$ cat src/rtl/kuuga_mem_pkg.sv
// kuuga_mem_pkg
// Shared widths and types for the kuuga two-requester BRAM arbiter.
// Holds the default address/data/byte-enable widths, the BRAM read
// latency, and the {valid, owner} record carried down the response
// pipeline so that responses can be routed back to the right requester.

package kuuga_mem_pkg;

    localparam int ADDR_WIDTH   = 16;
    localparam int DATA_WIDTH   = 32;
    localparam int BE_WIDTH     = DATA_WIDTH / 8;
    localparam int READ_LATENCY = 2;

    // Saturation ceiling for the contention counter
    localparam logic [15:0] CONFLICT_MAX = 16'hFFFF;

    // One response-pipeline stage: a transfer is in flight and which
    // requester it belongs to.
    typedef struct packed {
        logic valid;
        logic owner;
    } resp_stage_t;

endpackage

$ cat src/rtl/kuuga_rr_arb2.sv
// kuuga_rr_arb2
// Two-way round-robin grant logic for the kuuga BRAM arbiter.
// Ports:
//   clk    - clock
//   reset  - asynchronous active-high reset
//   req    - per-requester request, bit n belongs to requester n
//   gnt    - combinational one-hot (or zero) grant
//   winner - index of the granted requester (0 when nothing is granted)
// A lone requester is granted immediately; on a tie the requester that
// was not granted last wins. last_grant resets to 1 so requester 0 wins
// the first tie after reset.

module kuuga_rr_arb2
    import kuuga_mem_pkg::*;
(
    input  logic       clk,
    input  logic       reset,
    input  logic [1:0] req,
    output logic [1:0] gnt,
    output logic       winner
);

    logic last_grant_q;
    logic last_grant_d;

    // Grant selection. Grants are forced low while reset is held so that
    // nothing reaches the BRAM during reset.
    always_comb begin
        gnt = 2'b00;
        if (!reset) begin
            case (req)
                2'b01:   gnt = 2'b01;
                2'b10:   gnt = 2'b10;
                2'b11:   gnt = last_grant_q ? 2'b01 : 2'b10;
                default: gnt = 2'b00;
            endcase
        end
    end

    assign winner = gnt[1];

    // Remember who was granted; idle cycles leave the history untouched.
    always_comb begin
        last_grant_d = last_grant_q;
        if (gnt != 2'b00) begin
            last_grant_d = gnt[1];
        end
    end

    always_ff @(posedge clk or posedge reset) begin
        if (reset) begin
            last_grant_q <= 1'b1;
        end else begin
            last_grant_q <= last_grant_d;
        end
    end

endmodule

$ cat src/rtl/kuuga_bram_arbiter.sv
// kuuga_bram_arbiter
// Shares one BRAM port between two requesters with round-robin
// arbitration and routes each response back to its owner.
// Ports:
//   clk, reset      - single clock (also the BRAM clock), async active-high reset
//   req/gnt         - per-requester request and combinational grant
//   addr/we/be/wdata- per-requester transfer fields, slice n for requester n
//   rvalid/rdata    - per-requester response valid, shared response data
//   bram_*          - BRAM port A (byte address; word shift done outside)
//   conflict_count  - saturating count of cycles with both requests high
// The response pipeline is READ_LATENCY stages deep so rvalid lines up
// with the BRAM output register; only a latency of 2 is supported.

module kuuga_bram_arbiter
    import kuuga_mem_pkg::*;
#(
    parameter int ADDR_WIDTH   = kuuga_mem_pkg::ADDR_WIDTH,
    parameter int DATA_WIDTH   = kuuga_mem_pkg::DATA_WIDTH,
    parameter int READ_LATENCY = kuuga_mem_pkg::READ_LATENCY
) (
    input  logic                          clk,
    input  logic                          reset,
    input  logic [1:0]                    req,
    output logic [1:0]                    gnt,
    input  logic [2*ADDR_WIDTH-1:0]       addr,
    input  logic [1:0]                    we,
    input  logic [2*(DATA_WIDTH/8)-1:0]   be,
    input  logic [2*DATA_WIDTH-1:0]       wdata,
    output logic [1:0]                    rvalid,
    output logic [DATA_WIDTH-1:0]         rdata,
    output logic                          bram_en,
    output logic [ADDR_WIDTH-1:0]         bram_addr,
    output logic [(DATA_WIDTH/8)-1:0]     bram_we,
    output logic [DATA_WIDTH-1:0]         bram_wrdata,
    input  logic [DATA_WIDTH-1:0]         bram_rddata,
    output logic [15:0]                   conflict_count
);

    localparam int BE_W = DATA_WIDTH / 8;

    logic        winner;
    resp_stage_t stage_q [READ_LATENCY];
    resp_stage_t stage_d [READ_LATENCY];
    logic [15:0] conflict_count_q;
    logic [15:0] conflict_count_d;

    kuuga_rr_arb2 u_arb (
        .clk    (clk),
        .reset  (reset),
        .req    (req),
        .gnt    (gnt),
        .winner (winner)
    );

    // BRAM port mux. With no grant the winner index is 0, so the address
    // and write data simply follow requester 0.
    always_comb begin
        bram_en     = (gnt != 2'b00);
        bram_addr   = addr[winner*ADDR_WIDTH +: ADDR_WIDTH];
        bram_wrdata = wdata[winner*DATA_WIDTH +: DATA_WIDTH];
        bram_we     = '0;
        if (bram_en && we[winner]) begin
            bram_we = be[winner*BE_W +: BE_W];
        end
    end

    // Response pipeline: stage 0 captures the grant, later stages shift.
    // Writes travel too so every grant gets exactly one rvalid.
    always_comb begin
        stage_d[0].valid = (gnt != 2'b00);
        stage_d[0].owner = winner;
        for (int i = 1; i < READ_LATENCY; i++) begin
            stage_d[i] = stage_q[i-1];
        end
    end

    always_ff @(posedge clk or posedge reset) begin
        if (reset) begin
            for (int i = 0; i < READ_LATENCY; i++) begin
                stage_q[i] <= '0;
            end
        end else begin
            for (int i = 0; i < READ_LATENCY; i++) begin
                stage_q[i] <= stage_d[i];
            end
        end
    end

    // Route the last stage back to its owner; data is a straight
    // passthrough qualified by rvalid.
    always_comb begin
        rvalid = 2'b00;
        if (stage_q[READ_LATENCY-1].valid) begin
            rvalid[stage_q[READ_LATENCY-1].owner] = 1'b1;
        end
    end

    assign rdata = bram_rddata;

    // Contention counter, saturating rather than wrapping.
    always_comb begin
        conflict_count_d = conflict_count_q;
        if ((req == 2'b11) && (conflict_count_q != CONFLICT_MAX)) begin
            conflict_count_d = conflict_count_q + 16'd1;
        end
    end

    always_ff @(posedge clk or posedge reset) begin
        if (reset) begin
            conflict_count_q <= '0;
        end else begin
            conflict_count_q <= conflict_count_d;
        end
    end

    assign conflict_count = conflict_count_q;

endmodule
$ cat config.mk
export PLATFORM = sky130hd
export DESIGN_NAME = kuuga_bram_arbiter
export DESIGN_NICKNAME = d
export VERILOG_FILES = /design/src/rtl/kuuga_mem_pkg.sv /design/src/rtl/kuuga_rr_arb2.sv /design/src/rtl/kuuga_bram_arbiter.sv
export SDC_FILE = /design/constraint.sdc
export NUM_CORES = 1
export LEC_CHECK = 0
export CORE_AREA = 2 2 94 96
export DETAILED_ROUTE_END_ITERATION = 16
export DIE_AREA = 0 0 96 98
export PLACE_DENSITY = 0.74
export SYNTH_ARGS = -nofsm -noshare
export SYNTH_HDL_FRONTEND = slang
export SYNTH_SLANG_ARGS = --single-unit
$ cat constraint.sdc
create_clock -name clk -period 2.31 [get_ports clk]
set_clock_uncertainty 0.15 [all_clocks]
set_input_delay 0.462 -clock clk [delete_from_list [all_inputs] [get_ports clk]]
set_output_delay 0.462 -clock clk [all_outputs]
set_load 0.01 [all_outputs]
==> reports/summary.md <==
The first global-routing pass estimated 13.70 mm of wire. The effective utilization at floorplan came out at 0.2255. The internal power summed over all cells is 0.001207 W, and the relative contribution of the clock network to total power is 0.133. The logs give 0 for the final-report hold violation count and -0.06282 ns for the worst setup margin.

The run gives 2 as the deepest clock path buffer count. The path depth of the worst reg2reg path came out at 5. The tools report the initial antenna violation count as 7. The die extent in y is 98 µm. In this run the count of I/O pins placed on the die edge is 247. STA classifies the critical path startpoint as a flop. The net count after synthesis was 332.

Overall fraction of global-route tracks in use: 0.2012. The first routing iteration left 28 violations. The area enclosed by the die boundary was 9408 µm²; the maximum number of pins on one net before global-route repair was 23.

The final reports fail on setup timing. Synthesis inferred 21 register bits. The critical path in this run is classified as reg2out. The tools report the post-synthesis cell type count as 31.

Based on the critical path, the design can be clocked at up to 421.4 MHz. The count of nets left with antenna violations once routing finished came out at 0. In this run the critical register-to-register path is captured at conflict_count[1]. The tools report the post-placement worst setup slack as -0.6814 ns.

Power spread over the standard cell area amounts to 419.1 nW/µm². The last weighted congestion value of the routability-driven placer was 0.7487; the count of buffers inserted at the top-level ports was 182. The final worst hold slack is 0.2032 ns. The worst hold path passes through 0 cells. The core region is 8466 µm². The total global routing overflow is 0, and the via count of the first global-routing pass is 2201. From synthesis to final layout, the design area changed by 120.6%. Post-synthesis simple-gate area fraction: 0.1664.

The run gives 0.6701 as the relative max-transition margin. Yosys attributes the largest share of cell area to sky130_fd_sc_hd__mux2_2 29%, sky130_fd_sc_hd__dfrtp_1 26%, sky130_fd_sc_hd__buf_4 13%. Setup violations remaining at the end of the flow were counted as 14. On the critical path, the stage with the largest delay is an instance of sky130_fd_sc_hd__dfstp_2. The share of power burned in registers was 0.304; the horizontal extent of the die was 96 µm.

The run gives 0.2071 mV as the worst-case vdd ir drop. For the number of standard-cell rows in the floorplan, the log shows 34. Walking the worst path, the cells encountered are nand2_4 -> nand2_4 -> buf_12 -> buf_12 -> buf_16 -> mux2_4 -> buf_6. The average cell area after synthesis works out to 10.10 µm². The run gives 3 as the total CTS buffers. The final routed wirelength across all metal layers was 9.628 mm; the per-cell routed wire length was 20.71 µm.

After clock tree synthesis, the clock-pin slew on the worst setup and hold paths is 0.07 ns. For the number of sinks handled by clock tree synthesis, the log shows 21. The worst hold path class was reg2reg. The largest single stage delay on the critical path is 0.56 ns.

The minimum clock period after layout is 2.373 ns, and the proportion of synthesized chip area in sequential cells is 0.2759. The share of total power consumed by net switching came out at 0.3167. The tools report the beginning of the worst register-to-register path as conflict_count[1].

The final number of max-transition violations was 0; the total vias in the final route was 2126. Setup repair after global routing could not meet its margin everywhere. The fraction of final layout cells with drive strength greater than 1 was 0.3848; the actual transition at the worst max-transition pin was 0.4911 ns.

STA classifies the critical path endpoint as a primary output. The total of warnings raised by yosys was 0. Startpoint of the lowest-slack hold path: stage_d[1]. The tree is rooted in a sky130_fd_sc_hd__clkbuf_8.

Of all cell types, the one taking the most synthesized area is sky130_fd_sc_hd__mux2_2. The multiplexer share of the synthesized area was 0.3231; the worst path buffer plus inverter count was 4. After detailed routing, the number of vias per cell comes to 4.572. The path with the worst hold slack has its endpoint at stage_q[1]. Max-cap violations in this run came to 0. For the netlist area before placement, the log shows 1909 µm². In this run the worst path has a maximum fanout of 7.

Before antenna repair, the detailed router went through 4 iterations. For the number of instances in the synthesized netlist, the log shows 189. At the worst endpoint, the required time is 1.70 ns.

The flow ran to the end, but the final reports show violations. Across all register-to-register paths, the minimum setup slack is 0.25 ns. The run gives 500 as the net total in the final layout.

The clock reaches the later pin of the worst-skew pair after 0.25 ns. The post-synthesis share of cell area spent on xor and xnor gates is 0.05963, and the leakage component of the power is 2.056 nW. The adder-cell share of the synthesized area works out to 0.006553.

TritonCTS built the clock tree. In this run the power spent charging and discharging nets is 0.0005591 W. Compound-gate portion of the synthesized area: 0.01507.

The number of design rule violations left after detail routing came out at 0. The combinational fraction of design power was 0.563; the post-route fraction of the period consumed by the critical path was 1.027. After legalization and detailed placement, the total HPWL measured 6.987 mm.

The share of Yosys cell area claimed by the top area cell type works out to 0.2890. The level count of the clock H-tree is 1. By area, the combinational part of the netlist is dominated by multiplexers.

For the worst setup path, the data arrival time is 1.76 ns. The cell family contributing the most delay on the critical path is flip-flops.
==> registers in the layout, indices dropped and copies added (netlist names) <==
signal / count
u_arb.last_grant_q: 1
conflict_count: 16
stage_q: 2
stage_d: 2
==> how the worst max path moves through the flow <==
stage / from / endpoint / slack (ns) / cells past startpoint
after floorplan: u_arb.last_grant_q / bram_wrdata[10] / 0.30 / 4
after global placement: req[0] / bram_wrdata[25] / -0.66 / 6
after detailed placement: req[1] / bram_wrdata[25] / -0.68 / 6
after CTS: u_arb.last_grant_q / bram_addr[5] / -0.07 / 7
after global routing: u_arb.last_grant_q / bram_addr[4] / -0.11 / 7
final: u_arb.last_grant_q / bram_wrdata[11] / -0.06 / 7
==> cells in the final DEF, fill, tap and decap left out, types with 2 or more instances in the layout <==
cell type / count
sky130_fd_sc_hd__buf_12: 4
sky130_fd_sc_hd__buf_16: 7
sky130_fd_sc_hd__buf_2: 4
sky130_fd_sc_hd__buf_4: 9
sky130_fd_sc_hd__buf_6: 48
sky130_fd_sc_hd__clkbuf_2: 2
sky130_fd_sc_hd__clkbuf_8: 3
sky130_fd_sc_hd__clkdlybuf4s50_1: 123
sky130_fd_sc_hd__dfrtp_1: 20
sky130_fd_sc_hd__dlygate4sd2_1: 2
sky130_fd_sc_hd__dlymetal6s2s_1: 2
sky130_fd_sc_hd__inv_1: 4
sky130_fd_sc_hd__mux2_4: 49
sky130_fd_sc_hd__mux2i_1: 5
sky130_fd_sc_hd__nand2_1: 9
sky130_fd_sc_hd__nand2_4: 2
sky130_fd_sc_hd__nand3_1: 6
sky130_fd_sc_hd__nand4_1: 2
sky130_fd_sc_hd__nand4_4: 2
sky130_fd_sc_hd__nor2_1: 8
sky130_fd_sc_hd__nor3_1: 7
sky130_fd_sc_hd__nor4_1: 4
sky130_fd_sc_hd__nor4b_1: 3
sky130_fd_sc_hd__xor2_1: 13
==> per-layer routing <==
layer / vias to the layer above / global-route usage / part of all wire
met5: - / 0 / 0.0069
met4: 12 / 0.02857 / 0.0065
met3: 20 / 0.09105 / 0.10
met2: 122 / 0.3013 / 0.44
met1: 998 / 0.2720 / 0.44
li1: 974 / - / -
==> worst reg2reg max path: cells and delay by family (launching register included) <==
| family | cells | cell delay (ns) |
|---|---|---|
| and+or+nand+nor | 3 | 0.83 |
| muxes | 1 | 0.31 |
| DFF | 1 | 0.41 |
| adders and majority gates | 1 | 0.25 |
==> final cells by class <==
type / count / area, µm²
timing repair buffer: 202 / 2195
inverter: 4 / 15.01
tap: 108 / 135.1
sequential: 21 / 526.8
fill: 764 / 4253
clock buffer: 3 / 41.29
clock inverter: 1 / 5.005
antenna: 1 / 2.502
multi-input combinational: 125 / 1292
==> Yosys cell counts <==
master	count
sky130_fd_sc_hd__a211o_1	1
sky130_fd_sc_hd__a21bo_2	1
sky130_fd_sc_hd__a21oi_1	1
sky130_fd_sc_hd__and2_1	1
sky130_fd_sc_hd__and3_1	1
sky130_fd_sc_hd__and4_1	1
sky130_fd_sc_hd__buf_2	5
sky130_fd_sc_hd__buf_4	33
sky130_fd_sc_hd__clkbuf_2	1
sky130_fd_sc_hd__dfrtp_1	20
sky130_fd_sc_hd__dfstp_2	1
sky130_fd_sc_hd__ha_1	1
sky130_fd_sc_hd__inv_1	4
sky130_fd_sc_hd__mux2_2	49
sky130_fd_sc_hd__mux2_4	1
sky130_fd_sc_hd__mux2i_1	5
sky130_fd_sc_hd__nand2_1	11
sky130_fd_sc_hd__nand3_1	6
sky130_fd_sc_hd__nand4_1	2
sky130_fd_sc_hd__nand4_4	2
sky130_fd_sc_hd__nor2_1	8
sky130_fd_sc_hd__nor2_2	1
sky130_fd_sc_hd__nor2b_1	2
sky130_fd_sc_hd__nor3_1	7
sky130_fd_sc_hd__nor3b_1	1
sky130_fd_sc_hd__nor4_1	4
sky130_fd_sc_hd__nor4_4	1
sky130_fd_sc_hd__nor4b_1	3
sky130_fd_sc_hd__o21ai_0	1
sky130_fd_sc_hd__or2_0	1
sky130_fd_sc_hd__xor2_1	13
==> power by group through the flow <==
| stage | Clock (W) | Combinational, W | Sequential [W] |
|---|---|---|---|
| 2_1_floorplan | 0 | 0.000340 | 0.000550 |
| 3_3_place_gp | 0 | 0.000816 | 0.000535 |
| 3_5_place_dp | 0 | 0.000825 | 0.000543 |
| 4_1_cts | 0.000245 | 0.000990 | 0.000538 |
| 5_1_grt | 0.000261 | 0.00105 | 0.000553 |
| 6_report | 0.000235 | 0.000993 | 0.000537 |
==> timing repair <==
item	CTS	global route
hold buffers	0	0
gates resized for setup	319	15
cloned	7	0
setup endpoints to repair	55	53
setup buffers	5	0
endpoints found under the hold margin	0	0
pin swaps	4	2
==> kinds of logic after synthesis <==
group	count (synthesis)
muxes	55
and+or+nand+nor	52
buffers and inverters	43
DFF	21
xor gates and xnor gates	13
AOI/OAI and AO/OA	4
adders and majority gates	1
==> metrics by stage <==
stage	cells	util	setup TNS [ns]	instance area (µm²)	power, W
6_report	465	0.4976	-0.5212	4213	0.001766
5_1_grt	464	0.4973	-1.964	4210	0.001866
4_1_cts	464	0.4933	-0.5903	4177	0.001773
3_5_place_dp	449	0.4336	-32.99	3671	0.001368
3_3_place_gp	449	0.4336	-32.02	3671	0.001352
2_1_floorplan	189	-	0	1909	0.0008900
(Power assumes the default switching activity.)
